==> config.mk <==
export PLATFORM = sky130hd
export DESIGN_NAME = updown_counter_mod
export DESIGN_NICKNAME = d
export VERILOG_FILES = /design/src/rtl/updown_counter_mod.sv
export SDC_FILE = /design/constraint.sdc
export NUM_CORES = 1
export LEC_CHECK = 0
export ABC_AREA = 1
export BUFFER_PORTS_ARGS = -buffer_cell sky130_fd_sc_hd__clkbuf_2
export CORE_ASPECT_RATIO = 0.8
export CORE_MARGIN = 2
export CORE_UTILIZATION = 52
export DETAILED_ROUTE_END_ITERATION = 10
export PLACE_DENSITY = 0.79
export SETUP_SLACK_MARGIN = 0.2
export SYNTH_ARGS = -nofsm -noshare
export SYNTH_HDL_FRONTEND = slang
export SYNTH_SLANG_ARGS = --single-unit
==> constraint.sdc <==
create_clock -name i_clk -period 2 [get_ports i_clk]
set_input_delay 0.2 -clock i_clk [delete_from_list [all_inputs] [get_ports i_clk]]
set_output_delay 0.2 -clock i_clk [all_outputs]
set_load 0.03 [all_outputs]
==> src/rtl/updown_counter_mod.sv <==
// rtl/updown_counter_mod.sv - parametrised up/down counter with wrap/saturate, step, load, clear and boundary flags
module updown_counter_mod #(
    parameter int          WIDTH     = 8,
    parameter int unsigned MAX_VAL   = (2**WIDTH) - 1,
    parameter int          STEP_W    = 4,
    parameter bit          WRAP_MODE = 1'b1
) (
    input  logic              i_clk,
    input  logic              i_rst_n,
    input  logic              i_en,
    input  logic              i_up_down,
    input  logic [STEP_W-1:0] i_step,
    input  logic              i_load,
    input  logic [WIDTH-1:0]  i_load_val,
    input  logic              i_clr,
    output logic [WIDTH-1:0]  o_Q,
    output logic              o_at_max,
    output logic              o_at_min,
    output logic              o_wrap
);

    // One guard bit so sums and differences never silently truncate.
    localparam logic [WIDTH:0]   MAX_EXT = (WIDTH+1)'(MAX_VAL);
    localparam logic [WIDTH:0]   MODULUS = MAX_EXT + (WIDTH+1)'(1);
    localparam logic [WIDTH-1:0] MAX_Q   = WIDTH'(MAX_VAL);

    logic [WIDTH-1:0] q;
    logic             wrap;
    logic [WIDTH-1:0] q_next;
    logic             wrap_next;

    logic [WIDTH:0] step_ext;
    logic [WIDTH:0] eff_step;
    logic [WIDTH:0] q_ext;
    logic [WIDTH:0] up_sum;
    logic [WIDTH:0] load_ext;

    always_comb begin
        step_ext = (WIDTH+1)'(i_step);
        eff_step = (step_ext > MAX_EXT) ? MAX_EXT : step_ext;
        q_ext    = {1'b0, q};
        up_sum   = q_ext + eff_step;
        load_ext = {1'b0, i_load_val};

        q_next    = q;
        wrap_next = 1'b0;

        if (i_clr) begin
            q_next = '0;
        end else if (i_load) begin
            q_next = (load_ext > MAX_EXT) ? MAX_Q : i_load_val;
        end else if (i_en) begin
            if (i_up_down) begin
                if (up_sum > MAX_EXT) begin
                    wrap_next = 1'b1;
                    q_next    = WRAP_MODE ? WIDTH'(up_sum - MODULUS) : MAX_Q;
                end else begin
                    q_next = WIDTH'(up_sum);
                end
            end else begin
                if (q_ext < eff_step) begin
                    wrap_next = 1'b1;
                    q_next    = WRAP_MODE ? WIDTH'(q_ext + MODULUS - eff_step) : '0;
                end else begin
                    q_next = WIDTH'(q_ext - eff_step);
                end
            end
        end
    end

    always_ff @(posedge i_clk or negedge i_rst_n) begin
        if (!i_rst_n) begin
            q    <= '0;
            wrap <= 1'b0;
        end else begin
            q    <= q_next;
            wrap <= wrap_next;
        end
    end

    assign o_Q      = q;
    assign o_wrap   = wrap;
    assign o_at_max = (q == MAX_Q);
    assign o_at_min = (q == '0);

endmodule

==> flow_summary.json <==
{
  "slowest_delay_ps": 430,
  "syn_to_final_growth_pct": 27.2,
  "antenna_cells": 0,
  "layout_min_cycle_time_ps": 1880,
  "fp.dieW_um": 54.5,
  "hp-class": "primary input to register",
  "crit_type": "register to register",
  "die_area_mm2": 0.00242,
  "timing.hold.ws_ps": 184,
  "gp_congestion": 0.941,
  "rsz0062_at_grt": "yes",
  "totalWireLength_mm": 2.84,
  "final_core_util_pct": 70.8,
  "hold_path_end": "o_Q[2]$_DFFE_PN0P_",
  "holdPathStages": 3,
  "synth.top_cell.area_share_pct": 21.2,
  "synthCells": 166,
  "total_leakage_power_nw": 0.726,
  "stdcell_area_mm2": 0.00135,
  "fin_ws_ps": 123,
  "worst_ep_required_time_ps": 2150,
  "crit_path_cell_trace": "inv_2 -> ha_4 -> inv_2 -> fa_2 -> nand2_2 -> nand2_2 -> nand2_2 -> nand3_2 -> nand3_1 -> nand2_1 -> nor2_2 -> o21ai_1",
  "worstSetupStartpointType": "register",
  "synth.area.top_cells": "dfrtp_1, nand2_1, ha_1",
  "arrival_ps": 2020,
  "htree_levels": 1,
  "post-synth-top-count-cell": "nand2_1",
  "rr_worst_depth": 12,
  "dp_slack_ps": 147,
  "final_max_slew_viol_count": 0,
  "drt_pre_antenna_iters": 4,
  "crit_fanout": 3,
  "ys_seq_area_share_pct": 21.2,
  "drive_gt1_share_pct": 34.8,
  "synth_commonest_cells": "nand2_1, inv_1, nor2_1, nand3_1, dfrtp_1",
  "cts_buffers": 3,
  "p_per_area_mw_per_mm2": 576,
  "slowest_stage": "dfrtp_2",
  "cts_sinks": 9,
  "die_h_um": 44.4,
  "max_freq_ghz": 0.533,
  "ant_nets": 0,
  "hold_viol": 0,
  "grt_overflow": 0,
  "synth_nets": 194,
  "multi_input_area_um2": 788,
  "synth_seq_cells": 9,
  "ios": 29,
  "core-area_mm2": 0.00191,
  "grt_max_degree": 17,
  "end_kind": "register",
  "num_rows": 14,
  "synth_area_mm2": 0.00106,
  "synth-async-reset-ratio_pct": 100,
  "worst_pin_slew_ps": 451,
  "worstHoldStart": "i_load_val[2]",
  "antenna_found_initial": 0,
  "r2r-end": "o_Q[4]$_DFFE_PN0P_",
  "first_iter_violations": 48,
  "fin_crit_sh_pct": 93.8,
  "crit_top_cell": "nand2_2",
  "drv_cap": 0,
  "maxSlewHeadroom_pct": 69.9,
  "cts_root_buf": "clkbuf_4",
  "insertion_delay_ps": 260,
  "grt_pass1_vias": 1039,
  "drt-wirelength-per-cell_um": 12.6,
  "clk_path_buf_depth": 2,
  "yosysTopAreaCell": "dfrtp_1",
  "io_buffers": 28,
  "timing.final.setup_violations": 0,
  "finClkSkew_ps": 3.00,
  "dp_hpwl_mm": 2.17,
  "synth_cell_types": 25,
  "grt_pass1_wl_mm": 4.36,
  "cts_tree": "yes",
  "initial_core_util_pct": 55.6,
  "grt.total_usage_pct": 25.0,
  "vias_per_cell": 5.31,
  "yosys_warnings": 0,
  "peakVddDrop_mv": 0.410,
  "avgSynthCellArea_um2": 6.40,
  "yosys_most_used_dff": "dfrtp_1",
  "status": "finished, final reports clean",
  "filler_cell_count": 171,
  "rrSetupSlack_ps": 120,
  "synth_edf_count": 0,
  "final_net_count": 230,
  "drc": 0,
  "via_count": 1195,
  "dpl_cell_area_mm2": 0.00122,
  "r2r_start": "o_Q[0]$_DFFE_PN0P_",
  "cts.reportedPaths.clkPinSlew_ps": 60,
  "layout.area.seq_um2": 228
}
-- metrics by stage --
step	std cells	TNS, ps	total power, W
2_1_floorplan	166	0	0.000494
3_3_place_gp	217	0	0.000580
3_5_place_dp	217	0	0.000587
4_1_cts	223	0	0.000736
5_1_grt	225	-4.47	0.000837
6_report	225	0	0.000778
-- worst max path at each step --
stage / start / to / cells after the start
4_1_cts: o_Q[0]$_DFFE_PN0P_ / o_Q[6]$_DFFE_PN0P_ / 14
5_1_grt: o_Q[0]$_DFFE_PN0P_ / o_Q[4]$_DFFE_PN0P_ / 9
2_1_floorplan: o_Q[0]$_DFFE_PN0P_ / o_Q[6]$_DFFE_PN0P_ / 14
3_3_place_gp: o_Q[0]$_DFFE_PN0P_ / o_Q[6]$_DFFE_PN0P_ / 14
6_report: o_Q[0]$_DFFE_PN0P_ / o_Q[4]$_DFFE_PN0P_ / 12
3_5_place_dp: o_Q[0]$_DFFE_PN0P_ / o_Q[6]$_DFFE_PN0P_ / 14
-- worst max-delay path: cells and delay by family (launching register included) --
kind | cells | cell delay, ps
AND/OR/NAND/NOR | 7 | 620
adder cells (fa/ha/maj) | 2 | 520
flip-flops | 1 | 430
buffers and inverters | 2 | 130
AO/OA/AOI/OAI | 1 | 60
-- what timing repair did --
item / CTS / global route
resized for setup: 0 / 18
pin swaps: 0 / 5
cloned: 0 / 0
setup buffers: 1 / 2
hold buffers: 1 / 0
setup endpoints to repair: 2 / 7
endpoints found under the hold margin: 9 / 0
-- state kept, by name, indices dropped and copies added, names as in the netlist --
name	cells
o_wrap	1
o_Q	8
-- final cells by class --
class,count,area share [%]
inverters,23,6.76
well taps,24,2.22
multi-input cells,131,58.3
clock buffers,4,1.94
flip-flops and latches,9,16.9
repair buffers,34,13.9
-- power by group --
part           switching [W]  internal, W
Sequential         0.0000348     0.000201
Combinational       0.000250     0.000149
Clock              0.0000665    0.0000771
Total               0.000352     0.000426
-- kinds of logic after synthesis --
logic type,share of synthesized area [%]
xor gates and xnor gates,0.825
DFF,21.2
AOI/OAI and AO/OA,10.6
adders and majority gates,13.2
buffers and inverters,11.8
and+or+nand+nor,42.4
-- layout by cell type (no fill, tap or decap), types with 5 or more instances in the layout --
master    instances
nand2_1          52
clkbuf_2         28
inv_1            17
nor2_1           16
nand3_1          14
dfrtp_1           7
nand2_2           6
inv_2             5
buf_4             5
-- metal layers --
layer	GRT usage [%]	wire, um
met1	32.3	1270
met3	5.41	136
met5	0	0
met2	41.2	1400
met4	8.50	42
Note: power is estimated with default switching activity, not from simulation.
